## src/rtl/cv32e40p_obi_arb_pkg.sv

```systemverilog
// Shared types and constants for the OBI instruction/data memory arbiter.
//   owner_e      : which master issued a request (also the routing-FIFO payload)
//   lock_state_e : state of the arbiter's request-hold FSM
//   ARB_RR       : round-robin arbitration
//   ARB_FIXED    : fixed priority, data master wins
package cv32e40p_obi_arb_pkg;

  typedef enum logic {
    OWNER_INSTR = 1'b0,
    OWNER_DATA  = 1'b1
  } owner_e;

  typedef enum logic {
    LOCK_UNLOCKED = 1'b0,
    LOCK_LOCKED   = 1'b1
  } lock_state_e;

  localparam int unsigned ARB_RR    = 0;
  localparam int unsigned ARB_FIXED = 1;

endpackage

```

## src/rtl/cv32e40p_obi_id_fifo.sv

```systemverilog
// Small FIFO of 1-bit owner IDs, one entry per accepted-but-unanswered request.
// Ports:
//   clk_i, rst_i : clock, synchronous active-high reset (empties the FIFO)
//   push_i/data_i: write data_i at the tail
//   pop_i        : drop the head entry
//   data_o       : head entry
//   full_o/empty_o: occupancy flags
// The caller never pushes when full nor pops when empty.
module cv32e40p_obi_id_fifo #(
  parameter int unsigned DEPTH = 2
) (
  input  logic clk_i,
  input  logic rst_i,
  input  logic push_i,
  input  logic pop_i,
  input  logic data_i,
  output logic data_o,
  output logic full_o,
  output logic empty_o
);

  localparam int unsigned PTR_W = (DEPTH > 1) ? $clog2(DEPTH) : 1;
  localparam int unsigned CNT_W = $clog2(DEPTH + 1);

  logic [PTR_W-1:0] wr_ptr_q, wr_ptr_d;
  logic [PTR_W-1:0] rd_ptr_q, rd_ptr_d;
  logic [CNT_W-1:0] cnt_q, cnt_d;
  logic [DEPTH-1:0] mem_q;

  // Pointers wrap explicitly so non-power-of-two depths work.
  function automatic logic [PTR_W-1:0] ptr_inc(input logic [PTR_W-1:0] p);
    return (p == PTR_W'(DEPTH - 1)) ? '0 : p + PTR_W'(1);
  endfunction

  always_comb begin
    wr_ptr_d = wr_ptr_q;
    rd_ptr_d = rd_ptr_q;
    cnt_d    = cnt_q;
    if (push_i) wr_ptr_d = ptr_inc(wr_ptr_q);
    if (pop_i)  rd_ptr_d = ptr_inc(rd_ptr_q);
    case ({push_i, pop_i})
      2'b10:   cnt_d = cnt_q + CNT_W'(1);
      2'b01:   cnt_d = cnt_q - CNT_W'(1);
      default: cnt_d = cnt_q;
    endcase
  end

  always_ff @(posedge clk_i) begin
    if (rst_i) begin
      wr_ptr_q <= '0;
      rd_ptr_q <= '0;
      cnt_q    <= '0;
      mem_q    <= '0;
    end else begin
      wr_ptr_q <= wr_ptr_d;
      rd_ptr_q <= rd_ptr_d;
      cnt_q    <= cnt_d;
      if (push_i) mem_q[wr_ptr_q] <= data_i;
    end
  end

  assign data_o  = mem_q[rd_ptr_q];
  assign full_o  = (cnt_q == CNT_W'(DEPTH));
  assign empty_o = (cnt_q == '0);

endmodule

```

## src/rtl/cv32e40p_obi_mem_arbiter.sv

```systemverilog
// Shares one OBI memory port between the instruction-fetch and LSU masters.
// Ports:
//   clk_i, rst_i       : clock, synchronous active-high reset
//   instr_*            : fetch master (read-only request, gnt, rvalid/rdata)
//   data_*             : LSU master (addr/we/be/wdata request, gnt, rvalid/rdata)
//   mem_*              : single OBI slave port
//   err_o              : sticky, set by an rvalid with nothing outstanding
// Handshake: a request transfers in any cycle with mem_req_o & mem_gnt_i. Once
// mem_req_o is raised without gnt the winner is locked and its address/control
// stay on mem_* until granted. Responses come back in order; each transfer
// pushes its owner into an ID FIFO whose head steers mem_rvalid_i.
module cv32e40p_obi_mem_arbiter
  import cv32e40p_obi_arb_pkg::*;
#(
  parameter int unsigned ADDR_WIDTH      = 32,
  parameter int unsigned DATA_WIDTH      = 32,
  parameter int unsigned MAX_OUTSTANDING = 2,
  parameter int unsigned ARB_MODE        = ARB_RR
) (
  input  logic                    clk_i,
  input  logic                    rst_i,
  input  logic                    instr_req_i,
  output logic                    instr_gnt_o,
  input  logic [ADDR_WIDTH-1:0]   instr_addr_i,
  output logic                    instr_rvalid_o,
  output logic [DATA_WIDTH-1:0]   instr_rdata_o,
  input  logic                    data_req_i,
  output logic                    data_gnt_o,
  input  logic [ADDR_WIDTH-1:0]   data_addr_i,
  input  logic                    data_we_i,
  input  logic [DATA_WIDTH/8-1:0] data_be_i,
  input  logic [DATA_WIDTH-1:0]   data_wdata_i,
  output logic                    data_rvalid_o,
  output logic [DATA_WIDTH-1:0]   data_rdata_o,
  output logic                    mem_req_o,
  input  logic                    mem_gnt_i,
  output logic [ADDR_WIDTH-1:0]   mem_addr_o,
  output logic                    mem_we_o,
  output logic [DATA_WIDTH/8-1:0] mem_be_o,
  output logic [DATA_WIDTH-1:0]   mem_wdata_o,
  input  logic                    mem_rvalid_i,
  input  logic [DATA_WIDTH-1:0]   mem_rdata_i,
  output logic                    err_o
);

  lock_state_e lock_state_q, lock_state_d;
  owner_e      lock_owner_q, lock_owner_d;
  owner_e      last_grant_q, last_grant_d;
  logic        err_q, err_d;

  owner_e winner;
  logic   winner_valid;
  logic   xfer;
  logic   fifo_full, fifo_empty, fifo_head, fifo_pop;

  // Winner selection. A lock overrides arbitration so an un-granted request
  // cannot be replaced by the other master.
  always_comb begin
    winner = OWNER_INSTR;
    if (lock_state_q == LOCK_LOCKED) begin
      winner = lock_owner_q;
    end else if (ARB_MODE == ARB_FIXED) begin
      winner = data_req_i ? OWNER_DATA : OWNER_INSTR;
    end else if (instr_req_i && data_req_i) begin
      winner = (last_grant_q == OWNER_INSTR) ? OWNER_DATA : OWNER_INSTR;
    end else begin
      winner = data_req_i ? OWNER_DATA : OWNER_INSTR;
    end
  end

  assign winner_valid = (lock_state_q == LOCK_LOCKED) | instr_req_i | data_req_i;

  // A full FIFO blocks requests even when a pop happens this cycle; this keeps
  // the request path independent of mem_rvalid_i.
  assign mem_req_o = (instr_req_i | data_req_i) & ~fifo_full;
  assign xfer      = mem_req_o & mem_gnt_i;

  assign instr_gnt_o = xfer & (winner == OWNER_INSTR);
  assign data_gnt_o  = xfer & (winner == OWNER_DATA);

  always_comb begin
    mem_addr_o  = '0;
    mem_we_o    = 1'b0;
    mem_be_o    = '0;
    mem_wdata_o = '0;
    if (winner_valid) begin
      if (winner == OWNER_DATA) begin
        mem_addr_o  = data_addr_i;
        mem_we_o    = data_we_i;
        mem_be_o    = data_be_i;
        mem_wdata_o = data_wdata_i;
      end else begin
        mem_addr_o  = instr_addr_i;
        mem_be_o    = '1;
      end
    end
  end

  // Lock FSM and arbitration history.
  always_comb begin
    lock_state_d = lock_state_q;
    lock_owner_d = lock_owner_q;
    last_grant_d = last_grant_q;
    case (lock_state_q)
      LOCK_UNLOCKED: begin
        if (mem_req_o && !mem_gnt_i) begin
          lock_state_d = LOCK_LOCKED;
          lock_owner_d = winner;
        end
      end
      LOCK_LOCKED: begin
        if (mem_gnt_i) lock_state_d = LOCK_UNLOCKED;
      end
      default: lock_state_d = LOCK_UNLOCKED;
    endcase
    if (xfer) last_grant_d = winner;
  end

  // Response routing: only a non-empty FIFO may be popped; a stray rvalid
  // is recorded as an error instead.
  assign fifo_pop = mem_rvalid_i & ~fifo_empty;
  assign err_d    = err_q | (mem_rvalid_i & fifo_empty);

  assign instr_rvalid_o = fifo_pop & (owner_e'(fifo_head) == OWNER_INSTR);
  assign data_rvalid_o  = fifo_pop & (owner_e'(fifo_head) == OWNER_DATA);
  assign instr_rdata_o  = mem_rdata_i;
  assign data_rdata_o   = mem_rdata_i;
  assign err_o          = err_q;

  always_ff @(posedge clk_i) begin
    if (rst_i) begin
      lock_state_q <= LOCK_UNLOCKED;
      lock_owner_q <= OWNER_INSTR;
      last_grant_q <= OWNER_INSTR;
      err_q        <= 1'b0;
    end else begin
      lock_state_q <= lock_state_d;
      lock_owner_q <= lock_owner_d;
      last_grant_q <= last_grant_d;
      err_q        <= err_d;
    end
  end

  cv32e40p_obi_id_fifo #(
    .DEPTH (MAX_OUTSTANDING)
  ) u_id_fifo (
    .clk_i   (clk_i),
    .rst_i   (rst_i),
    .push_i  (xfer),
    .pop_i   (fifo_pop),
    .data_i  (logic'(winner)),
    .data_o  (fifo_head),
    .full_o  (fifo_full),
    .empty_o (fifo_empty)
  );

endmodule

```

## config.mk

```make
export PLATFORM = sky130hd
export DESIGN_NAME = cv32e40p_obi_mem_arbiter
export DESIGN_NICKNAME = d
export VERILOG_FILES = /design/src/rtl/cv32e40p_obi_arb_pkg.sv /design/src/rtl/cv32e40p_obi_id_fifo.sv /design/src/rtl/cv32e40p_obi_mem_arbiter.sv
export SDC_FILE = /design/constraint.sdc
export NUM_CORES = 1
export LEC_CHECK = 0
export ABC_AREA = 1
export BUFFER_PORTS_ARGS = -buffer_cell sky130_fd_sc_hd__buf_4
export CAP_MARGIN = 10
export CORE_AREA = 3 3 108 110
export CTS_CLUSTER_SIZE = 10
export DETAILED_ROUTE_END_ITERATION = 10
export DIE_AREA = 0 0 111 113
export SETUP_SLACK_MARGIN = 0.2
export SLEW_MARGIN = 40
export SYNTH_ARGS = -nofsm -noshare
export SYNTH_HDL_FRONTEND = slang
export SYNTH_SLANG_ARGS = --single-unit
```

## constraint.sdc

```tcl
create_clock -name clk_i -period 2.25 [get_ports clk_i]
set_input_delay 0.675 -clock clk_i [delete_from_list [all_inputs] [get_ports clk_i]]
set_output_delay 0.675 -clock clk_i [all_outputs]
set_load 0.05 [all_outputs]
```

**Word-level counts from Yosys, hierarchy flattened**

Cells that the tools add are included.

- Output and inout bits: 139
- Bits of input ports: 139
- Bits in registers: 10
- Logic and storage cells: 65

- Reduce and logical (&&, ||, !) cells: 7
- $add $sub $neg: 4
- Order comparisons: 3
- Mux-type cells: 23
- Bitwise operators: 17
- Equal/unequal tests: 3

Operators with widths:

| cell | count |
|---|---|
| 32-bit two-way mux | 4 |
| 1-bit two-way mux | 13 |
| 1-bit bitwise AND | 8 |
| 4-bit two-way mux | 2 |
| 1-bit inverter | 5 |
| 2-bit == test (second input constant) | 2 |
| 1-bit by 2-bit < comparator with 1-bit output (second input constant) | 2 |
| 1-bit bitwise OR | 4 |
| 2-bit case mux with 2 select lines | 1 |
| 1-bit logical AND | 3 |
| 1-bit adder (second input constant) | 2 |
| 2-bit by 1-bit adder with 2-bit output (second input constant) | 1 |
| 2-bit bitwise mux | 1 |
| 2-bit by 1-bit == test with 1-bit output (second input constant) | 1 |
| 2-bit zero test | 1 |
| 1-bit case mux with 2 select lines | 1 |
| 2-bit AND reduction | 1 |
| 2-bit nonzero test | 1 |
| 2-bit by 1-bit subtractor with 2-bit output (second input constant) | 1 |
| 1-bit demux with 1-bit select | 1 |
| 1-bit greater-or-equal comparator (second input constant) | 1 |
| 1-bit zero test | 1 |

**Logic depth before layout (Yosys ltp)**

Gate-level depths: netlist of the first run.

- Depth in word-level cells: 6
- Mapped depth: 9
- Depth with buffers taken out: 9

**Hierarchy**

A second synthesis of the first run with hierarchy kept.

- Cell total of the unflattened synthesis: 401
- Area total of the unflattened synthesis: 2075.7 um^2

By module, submodules not included:

| module | area an instance (um^2) | cells an instance | instances | sequential area each (um^2) |
|---|---|---|---|---|
| cv32e40p_obi_mem_arbiter | 1796.7 | 361 | 1 | 80.1 |
| cv32e40p_obi_id_fifo | 279.0 | 40 | 1 | 120.1 |

**Least setup slack after synthesis of the first run**

OpenSTA, ideal clock, no wires.

- Path type: input port to output port
- From: input instr_req_i
- To: output mem_addr_o[19]
- Arrival time: 1.915 ns
- Path buffers: 2
- Setup slack: -0.340 ns
- Cell stages on the path: 8
- Required time: 1.575 ns
- Cell sequence: nand2_1 nand2_1 nand2_1 o21ai_2 buf_4 buf_6 nor2_1 nor2_1

- Longest elaborated chain between the ends: 5
- Elaborated cells on any way between the ends: 7
- Those cells by class: 4 x mux; 2 x bitwise; 1 x reduce/logical

RTL lines:

| element | RTL line | source |
|---|---|---|
| start, declared | cv32e40p_obi_mem_arbiter.sv:22 | `input logic instr_req_i,` |
| 1-bit logical AND | cv32e40p_obi_mem_arbiter.sv:64 | `end else if (instr_req_i && data_req_i) begin` |
| 1-bit two-way mux | cv32e40p_obi_mem_arbiter.sv:64 |  |
| 1-bit two-way mux | cv32e40p_obi_mem_arbiter.sv:60 | `if (lock_state_q == LOCK_LOCKED) begin` |
| 32-bit two-way mux | cv32e40p_obi_mem_arbiter.sv:87 | `if (winner == OWNER_DATA) begin` |
| 32-bit two-way mux * | cv32e40p_obi_mem_arbiter.sv:86 | `if (winner_valid) begin` |
| end, declared | cv32e40p_obi_mem_arbiter.sv:37 | `output logic [ADDR_WIDTH-1:0] mem_addr_o,` |

Every way passes the cells marked *; elsewhere a longest branch is shown, timed or not.

**Worst setup path in the final report of the first run**

- From: input instr_req_i
- To: output mem_addr_o[3]

The elaborated chain is that of the path after synthesis.

==> impl_results.md, run 1 <==
* Status: finished with violations
* Violated checks: negative setup slack
* CTS clock-pin slew for the worst setup and hold paths at about 50 ps
* Commonest non-fill, non-tap cell in the layout: buf_4
* Setup slack after layout at -121.4 ps
* Clk buf depth at 2
* First-pass GRT wire length at ~12000 um
* DRT iter0 DRCs at 100
* CORE AREA at 0.01079 mm2
* DRC at 0
* Most frequent cells in the layout: buf_4, inv_1, nor2_4, buf_6, nand2_1
* Synth warnings at 0
* Max-cap violation count at 0
* Netlist cell types at 16
* Largest net degree at the start of global routing at between 40 and 50
* Vias at between 2000 and 3000
* Crit Path Category: input pin to output pin
* Per-instance average area after synthesis at just over 5 um2
* Post-route cell area at between 0.004 and 0.005 mm2
* Pwr Total at 0.002406 W
* Leak at around 2.3 nW
* R2R cell count at 8
* Drt pass-1 iters at 4
* CTS H-tree lvls at 1
* Number of port buffers at 181
* Initial Util at between 10% and 20%
* Placed inst area at roughly 0.0037 mm2
* Slew margin rel. at a little over two thirds
* CTS tree: done
* Antenna diodes at 0
* Hold crit path type: flip-flop to flip-flop
* Number of global-route vias before repair at approximately 2600
* Minimum clock period at between 2000 and 2500 ps
* Layout cell share with drive strength beyond 1 at a little under two thirds
* P&R area growth vs syn at 119.2%
* CP arrival at between 1500 and 2000 ps
* FF-to-FF End: u_id_fifo.cnt_q[1]
* Utilization after layout at about two fifths
* Worst Tran Pin Value at 450.8 ps
* Crit path max fanout at 33
* Clock latency on the worst-skew pair at roughly 240 ps
* Fmax at roughly 0.42 GHz
* Die area at between 0.01 and 0.015 mm2
* Die Y at ~110 um
* Final Hold Vio Count at 0
* Syn nets at 528
* Worst vdd ir at approximately 370 uV
* DRT Wirelength at ~7600 um
* Yosys reg bits at 10
* Sink Count at 10
* Final worst-path cycle share at 105.4%
* Cell Area, Synth at just under 0.002 mm2
* Final HPWL DP at around 5900 um
* Initial antenna violation count at 0
* P per Cell Area at about 560 mW/mm2
* Worst Hold Depth at 2
* Final setup fails at 65
* FP Rows at 38
* GRT Resource Usage Total at ~11%
* Final instance count without filler cells at 656
* RSZ-0062 raised after global routing: true
* Register area share after synthesis at 10.26%
* Reg-to-reg slack, setup at between 400 and 500 ps
* DP Cell Count at approximately 650
* Worst R2R Start: u_id_fifo.cnt_q[1]
* IO Count at roughly 280
* Fillers at roughly 1100
* Fin Hold WS at between 400 and 500 ps
* GPL Wtd Cong at 0.9039
* Clk_skew at roughly 5.4 ps
* Grt ovf at 0
* Num CTS Buffers at 3
* Die width at approximately 110 um
* Worst setup EP type: output pin
* CTS root buffer: clkbuf_8
* DR vias/cell at 3.863
* Crit path launch: instr_req_i
* Worst setup path endpoint: mem_addr_o[3]
* Post-Syn Instances at between 300 and 400
* Nets at 657
* DRT antenna net count at 0
* Drt wl/cell at 11.62 um
* CP Launch Type: input pin
* Final Max Tran Viols at 0
* Req. time, crit path at about 1600 ps
## area by class of cell
class	count	area [um2]	area share (%)
inverters	79	299.0	6.992
clock buffers	4	55.05	1.287
multi-input cells	221	1562	36.51
well taps	140	175.2	4.096
repair buffers	202	1986	46.43
flip-flops and latches	10	200.2	4.681
## routing by layer
layer | GRT usage (%) | vias to the layer above | share of wire (%)
met4 | 3.530 | 0 | 2.0
li1 | - | 1286 | -
met2 | 20.35 | 104 | 54
met3 | 2.674 | 31 | 8.3
met1 | 12.78 | 1113 | 36
met5 | 0 | - | 0
## Yosys cell counts
library cell | instances | share of area (%)
a211oi_1 | 1 | 0.39
a21oi_1 | 6 | 1.5
buf_2 | 7 | 1.8
buf_4 | 65 | 25
buf_6 | 5 | 2.9
clkbuf_1 | 1 | 0.19
dfxtp_1 | 10 | 10
ha_1 | 1 | 0.64
inv_1 | 77 | 15
inv_2 | 2 | 0.39
nand2_1 | 82 | 16
nand3_2 | 1 | 0.51
nor2_1 | 123 | 24
o21ai_0 | 5 | 1.3
o21ai_2 | 1 | 0.45
o21bai_1 | 1 | 0.39
## kinds of logic after synthesis
| logic type | synth area share [%] |
|---|---|
| flops | 10.26 |
| compound gates | 4.041 |
| buf+inv | 45.09 |
| simple gates | 39.96 |
| fa+ha+maj | 0.6413 |
## registers in the layout, summed over array words and instances (netlist names)
signal	flops
u_id_fifo.wr_ptr_q	1
u_id_fifo.rd_ptr_q	1
u_id_fifo.cnt_q	2
err_o	1
last_grant_q	1
lock_state_q	1
u_id_fifo.mem_q	2
lock_owner_q	1
## critical path, stage by stage
cell	delay, ps
buf_8	80
nand2_4	40
nand2_2	70
nand2_2	60
o21ai_4	100
buf_12	250
nand2_1	90
nand2_2	80
nor2_4	40
buf_4	180
## metrics by stage
| stage | TNS [ps] | setup WS [ps] |
|---|---|---|
| after detailed placement | -10700 | -204.8 |
| after global routing | -9196 | -190.1 |
| after CTS | -5249 | -124.6 |
| after global placement | -9870 | -192.5 |
| after floorplan | 0 | 15.48 |
| final | -5224 | -121.4 |
## worst min-delay path by stage
stage	from	to	slack, ps
2_1_floorplan	u_id_fifo.rd_ptr_q	u_id_fifo.rd_ptr_q	440
3_3_place_gp	u_id_fifo.rd_ptr_q	u_id_fifo.rd_ptr_q	450
3_5_place_dp	err_o	err_o	470
4_1_cts	u_id_fifo.mem_q[0]	u_id_fifo.mem_q[0]	480
5_1_grt	u_id_fifo.rd_ptr_q	u_id_fifo.rd_ptr_q	510
6_report	err_o	err_o	480
## where the power goes
| group | total, W | switching (W) | internal (W) |
|---|---|---|---|
| registers | 0.000234 | 0.0000278 | 0.000207 |
| logic | 0.00194 | 0.00117 | 0.000767 |
| clock network | 0.000232 | 0.0000775 | 0.000154 |
## repair_timing
item	CTS	global route
hold buffers	0	0
setup buffers	4	0
endpoints found under the hold margin	0	0
endpoints found under the setup margin	71	72
pin swaps	6	2
gates cloned	3	0
gates resized for setup	104	23
Note: power is estimated with default switching activity, not from simulation.
==> inputs of run 2 (changes only) <==
--- a/config.mk
+++ b/config.mk
@@ -8,10 +8,10 @@
 export ABC_AREA = 1
 export BUFFER_PORTS_ARGS = -buffer_cell sky130_fd_sc_hd__buf_4
 export CAP_MARGIN = 10
-export CORE_AREA = 3 3 108 110
+export CORE_AREA = 2 2 107 109
 export CTS_CLUSTER_SIZE = 10
 export DETAILED_ROUTE_END_ITERATION = 10
-export DIE_AREA = 0 0 111 113
+export DIE_AREA = 0 0 109 111
 export SETUP_SLACK_MARGIN = 0.2
 export SLEW_MARGIN = 40
 export SYNTH_ARGS = -nofsm -noshare
==> run 2 against run 1 <==
Compared with the run above: the flow still finishes with violations (negative setup slack); core utilization fell by 2.2 points; setup slack worse by 7.7 ps; global-route usage is essentially flat; clock-buffer cell count is 1 lower; clock skew down 4.5 ps; critical path depth is 1 lower; maximum frequency down 0.32%; first-iteration DRC count up 3.0%; combinational power fell by 3%; sequential share of layout area increased by 0.15 points; total power grew 0.76%.
==> impl_results.md, run 2 (synthesis results as in run 1) <==
* P&R area growth vs syn at 112.5% (was 119.2%)
* Max-cap violation count at 0 (unchanged)
* Die width at 109 um (was 111 um)
* Die area at 0.01210 mm2 (was 0.01254 mm2)
* Commonest non-fill, non-tap cell in the layout: buf_4 (unchanged)
* Number of port buffers at 181 (unchanged)
* Final HPWL DP at 5707 um (was 5895 um)
* GPL Wtd Cong at 0.7381 (was 0.9039)
* P per Cell Area at 584.8 mW/mm2 (was 562.6 mW/mm2)
* Hold buffer count at cts at 0 (unchanged)
* CTS tree: done (unchanged)
* Sink Count at 10 (unchanged)
* Crit path max fanout at 29 (was 33)
* Pwr Total at 0.002424 W (was 0.002406 W)
* Die Y at 111 um (was 113 um)
* CP arrival at 1700 ps (about the same)
* Crit-path slowest cell: buf_12 (unchanged)
* FP Rows at 39 (was 38)
* CTS root buffer: clkbuf_16 (was clkbuf_8)
* Final instance count without filler cells at 652 (was 656)
* Most frequent cells in the layout: buf_4, nor2_4, inv_1, nand2_1, buf_6 (was buf_4, inv_1, nor2_4, buf_6, nand2_1)
* Number of global-route vias before repair at 2482 (was 2592)
* Clk_skew at 0.9688 ps (was 5.425 ps)
* RSZ-0062 raised after global routing: true (unchanged)
* First-pass GRT wire length at 10980 um (was 11920 um)
* Worst setup EP type: output pin (unchanged)
* Setup slack after layout at -129.1 ps (was -121.4 ps)
* Clk buf depth at 2 (unchanged)
* DR vias/cell at 3.850 (was 3.863)
* Hold crit path type: flip-flop to flip-flop (unchanged)
* GRT met2 Usage at 23.31% (was 20.35%)
* Violated checks: negative setup slack (unchanged)
* Num CTS Buffers at 3 (unchanged)
* Setup_tns at -5187 ps (was -5224 ps)
* Crit Path Category: input pin to output pin (unchanged)
* Initial Util at 17.61% (was 18.07%)
* DP Cell Count at 646 (was 645)
* Fmax at 0.4203 GHz (was 0.4217 GHz)
* Initial antenna violation count at 0 (unchanged)
* Layout cell share with drive strength beyond 1 at 61.89% (was 63.57%)
* Drt wl/cell at 10.89 um (was 11.62 um)
* Final setup fails at 62 (was 65)
* DRT antenna net count at 0 (unchanged)
* Layer carrying the most global-route usage: met2 (unchanged)
* GRT Resource Usage Total at 11.12% (was 11.13%)
* Nets at 651 (was 657)
* Worst Tran Pin Value at 307.3 ps (was 450.8 ps)
* Fin Hold WS at 473.3 ps (was 476.4 ps)
* CTS clock-pin slew for the worst setup and hold paths at 40 ps (was 50 ps)
* Antenna diodes at 0 (unchanged)
* DRC at 0 (unchanged)
* Req. time, crit path at 1570 ps (about the same)
* CP Launch Type: input pin (unchanged)
* Largest net degree at the start of global routing at 45 (was 41)
* Grt ovf at 0 (unchanged)
* Top flop regs: u_id_fifo.cnt_q x2, u_id_fifo.mem_q x2 (unchanged)
* Met3 Resource Use GR at 1.646% (was 2.674%)
* M1 GR Usage at 10.57% (was 12.78%)
* Worst vdd ir at 433.7 uV (was 371.4 uV)
* DRT iter0 DRCs at 103 (was 100)
* Final worst-path cycle share at 105.7% (was 105.4%)
* Status: finished with violations (unchanged)
* Slew margin rel. at 79.38% (was 69.63%)
* CORE AREA at 0.01108 mm2 (was 0.01079 mm2)
* Critical Path, Cell by Cell: buf_8 > nand2_4 > nand2_2 > nand2_2 > o21ai_4 > buf_12 > buf_12 > nor2_4 > buf_4 (was buf_8 > nand2_4 > nand2_2 > nand2_2 > o21ai_4 > buf_12 > nand2_1 > nand2_2 > nor2_4 > buf_4)
* IO Count at 278 (unchanged)
* Final Hold Vio Count at 0 (unchanged)
* Leak at 2.220 nW (was 2.274 nW)
* Fillers at 1154 (was 1096)
* Pre-CTS setup slack at -186.0 ps (was -204.8 ps)
* Vias at 2510 (was 2534)
* Minimum clock period at 2379 ps (was 2371 ps)
* DRT Wirelength at 7101 um (was 7625 um)
* Drt pass-1 iters at 4 (unchanged)
* CTS H-tree lvls at 1 (unchanged)
* Final Max Tran Viols at 0 (unchanged)
* Slowest Stage Delay on Critical Path at 260 ps (was 250 ps)
* Clock latency on the worst-skew pair at 240 ps (about the same)
-- run 2: changes by cell type in the layout (fill, tap and decap cells not counted), moves of 3 or more --
| cell | previous run | this run |
|---|---|---|
| buf_6 | 65 | 51 |
| buf_4 | 115 | 127 |
| nand2_1 | 48 | 51 |
| clkbuf_16 | 0 | 3 |
| nor2_2 | 7 | 3 |
| clkbuf_8 | 4 | 0 |
-- run 2: power by group --
part           internal (W)  total, W  switching, W
Clock              0.000230  0.000312     0.0000815
Combinational      0.000727   0.00188       0.00115
Sequential         0.000207  0.000233     0.0000252
Total               0.00116   0.00242       0.00126
-- run 2: worst paths after layout --
| check | start | to | slack (ps) | depth (start not counted) |
|---|---|---|---|---|
| setup / recovery | instr_req_i | mem_wdata_o[5] | -130 | 9 |
| hold / removal | u_id_fifo.rd_ptr_q | u_id_fifo.rd_ptr_q | 470 | 1 |
| setup reg to reg | u_id_fifo.cnt_q[0] | u_id_fifo.cnt_q[1] | 500 | 10 |
| hold reg to reg | u_id_fifo.rd_ptr_q | u_id_fifo.rd_ptr_q | 470 | 1 |
-- run 2: routing by layer --
metal	up-vias	wire length, um	part of all wire [%]
met5	-	0	0
met4	0	95	1.3
met3	11	570	8.0
met2	127	4170	59
met1	1100	2265	32
li1	1272	-	-
-- run 2: stage by stage --
step | utilization (%) | instance area, um2
2_1_floorplan | - | 2584
3_3_place_gp | 33.19 | 3676
3_5_place_dp | 33.19 | 3676
4_1_cts | 37.12 | 4111
5_1_grt | 37.42 | 4145
6_report | 37.42 | 4145
-- run 2: final cells by class --
type,instances,area (um2),area share [%]
repair buffers,196,1833,44.22
inverters,79,296.5,7.154
clock buffers,3,75.07,1.811
well taps,143,178.9,4.316
multi-input cells,221,1562,37.67
flip-flops and latches,10,200.2,4.829
-- run 2: what timing repair did --
action                     CTS  global route
setup buffers                3             0
pin swaps                    5             2
setup endpoints to repair   71            74
gates resized for setup     96            10
-- run 2: critical path, delay by kind of cell --
kind	cells	cell delay (ps)
buffers and inverters	4	720
AND/OR/NAND/NOR	4	190
AO/OA/AOI/OAI	1	100
==> inputs of run 3 (changes only) <==
--- a/config.mk
+++ b/config.mk
@@ -12,7 +12,6 @@
 export CTS_CLUSTER_SIZE = 10
 export DETAILED_ROUTE_END_ITERATION = 10
 export DIE_AREA = 0 0 109 111
-export SETUP_SLACK_MARGIN = 0.2
 export SLEW_MARGIN = 40
 export SYNTH_ARGS = -nofsm -noshare
 export SYNTH_HDL_FRONTEND = slang
==> run 3 against run 2 <==
Compared with the run above: the run still ends with negative setup slack left; global-route usage is 0.59 points higher; die area is the same; setup slack worse by 79 ps; wire length increased by 20%; register-to-register slack got worse by 20 ps; total power grew 11%; cell count grew 2.8%; sequential power hardly changed; non-clock buffer count up 18.
==> impl_results.md, run 3 (synthesis results as in run 1) <==
* Minimum clock period at 2458 ps (was 2379 ps)
* Final instance count without filler cells at 670 (was 652)
* Req. time, crit path at 1570 ps (about the same)
* DR vias/cell at 3.952 (was 3.850)
* Hold crit path type: flip-flop to flip-flop (unchanged)
* Number of global-route vias before repair at 2596 (was 2482)
* P per Cell Area at 570.8 mW/mm2 (was 584.8 mW/mm2)
* Crit Path Category: input pin to output pin (unchanged)
* Die Y at 111 um (unchanged)
* Grt ovf at 0 (unchanged)
* CTS H-tree lvls at 1 (unchanged)
* RSZ-0062 raised after global routing: true (unchanged)
* Clk buf depth at 2 (unchanged)
* Top flop regs: u_id_fifo.cnt_q x2, u_id_fifo.mem_q x2 (unchanged)
* DRT iter0 DRCs at 83 (was 103)
* Crit path max fanout at 6 (was 29)
* Final Max Tran Viols at 0 (unchanged)
* Slew margin rel. at 78.98% (was 79.38%)
* DP Cell Count at 650 (was 646)
* CTS root buffer: clkbuf_16 (unchanged)
* Die area at 0.01210 mm2 (unchanged)
* Die width at 109 um (unchanged)
* Num CTS Buffers at 3 (unchanged)
* Worst Tran Pin Value at 311.9 ps (was 307.3 ps)
* FP Rows at 39 (unchanged)
* Post-route cell area at 0.004703 mm2 (was 0.004145 mm2)
* CP Launch Type: input pin (unchanged)
* Worst vdd ir at 302.0 uV (was 433.7 uV)
* DRC at 0 (unchanged)
* Final setup fails at 65 (was 62)
* IO Count at 278 (unchanged)
* CORE AREA at 0.01108 mm2 (unchanged)
* Largest net degree at the start of global routing at 48 (was 45)
* Placed inst area at 0.003463 mm2 (was 0.003676 mm2)
* Worst R2R Start: u_id_fifo.cnt_q[0] (unchanged)
* Initial Util at 17.61% (unchanged)
* GPL Wtd Cong at 0.7388 (was 0.7381)
* Drt pass-1 iters at 4 (unchanged)
* Max-cap violation count at 0 (unchanged)
* GRT Resource Usage Total at 11.71% (was 11.12%)
* First-pass GRT wire length at 11430 um (was 10980 um)
* Most frequent cells in the layout: buf_4, nor2_4, inv_1, buf_6, nand2_1 (was buf_4, nor2_4, inv_1, nand2_1, buf_6)
* HP Start: err_o (was u_id_fifo.rd_ptr_q)
* CTS clock-pin slew for the worst setup and hold paths at 40 ps (about the same)
* CTS tree: done (unchanged)
* Violated checks: negative setup slack (unchanged)
* Crit path launch: instr_req_i (unchanged)
* Leak at 2.465 nW (was 2.220 nW)
* Hold buffer count at cts at 0 (unchanged)
* Initial antenna violation count at 0 (unchanged)
* Sink Count at 10 (unchanged)
* DRT Wirelength at 8490 um (was 7101 um)
* Layout cell share with drive strength beyond 1 at 68.50% (was 61.89%)
* CP arrival at 1780 ps (was 1700 ps)
* DRT antenna net count at 0 (unchanged)
* Setup slack after layout at -207.7 ps (was -129.1 ps)
* Final HPWL DP at 5760 um (was 5707 um)
* Worst setup EP type: output pin (unchanged)
* Status: finished with violations (unchanged)
* Clock latency on the worst-skew pair at 240 ps (about the same)
* Nets at 669 (was 651)
* Final worst-path cycle share at 109.2% (was 105.7%)
* Antenna diodes at 0 (unchanged)
* Number of port buffers at 181 (unchanged)
* Final Hold Vio Count at 0 (unchanged)
* Clk_skew at 4.102 ps (was 0.9688 ps)
* Drt wl/cell at 12.67 um (was 10.89 um)
* Vias at 2648 (was 2510)
* Commonest non-fill, non-tap cell in the layout: buf_4 (unchanged)
* P&R area growth vs syn at 141.1% (was 112.5%)
* Fmax at 0.4069 GHz (was 0.4203 GHz)
run 3: layer usage:
layer	track usage [%]	part of all wire (%)
met5	0	0
met4	4.017	2.1
met3	2.881	9.0
met2	24.47	57
met1	10.21	32
run 3: power by group:
part | switching (W) | internal [W]
registers | 0.0000241 | 0.000207
clock network | 0.0000775 | 0.000230
logic | 0.00124 | 0.000901
run 3: path summary, 6_finish.rpt:
check                       end  slack (ps)  cells past startpoint
min reg2reg               err_o         460                      2
max               mem_addr_o[2]        -210                     12
min                       err_o         460                      2
max reg2reg  u_id_fifo.cnt_q[1]         480                     10
run 3: worst max-delay path, stage by stage:
cell and delay, ps:
buf_8 100, nand2_4 50, nand2_2 50, nand2_2 60, o21ai_4 90, buf_12 150, buf_12 130, buf_8 130
nand2_4 60, nand2_4 50, nor2_4 70, buf_6 150
run 3: what timing repair did:
action                                  4_1_cts  5_1_grt
pin swaps                                    10       14
endpoints found under the setup margin       64       69
gates resized for setup                     153      101
setup buffers                                 2       10
gates cloned                                  3        6
run 3: through the flow:
| stage | hold slack, ps | setup TNS, ps | util, % | worst slack (ps) | power (W) |
|---|---|---|---|---|---|
| 6_report | 462.5 | -5688 | 42.46 | -207.7 | 0.002684 |
| 5_1_grt | 511.2 | -8912 | 42.46 | -248.0 | 0.002825 |
| 4_1_cts | 467.1 | -6907 | 38.01 | -162.8 | 0.002476 |
| 3_5_place_dp | 456.9 | -10020 | 31.27 | -254.5 | 0.001845 |
| 3_3_place_gp | 453.3 | -9834 | 31.27 | -232.8 | 0.001827 |
| 2_1_floorplan | 439.0 | -4289 | - | -134.3 | 0.001637 |
run 3: cell type report:
class                      count  area (um2)
inverter                      79       299.0
timing repair buffer         214        2253
fill                        1029        6374
multi-input combinational    221        1697
tap                          143       178.9
clock buffer                   3       75.07
sequential                    10       200.2
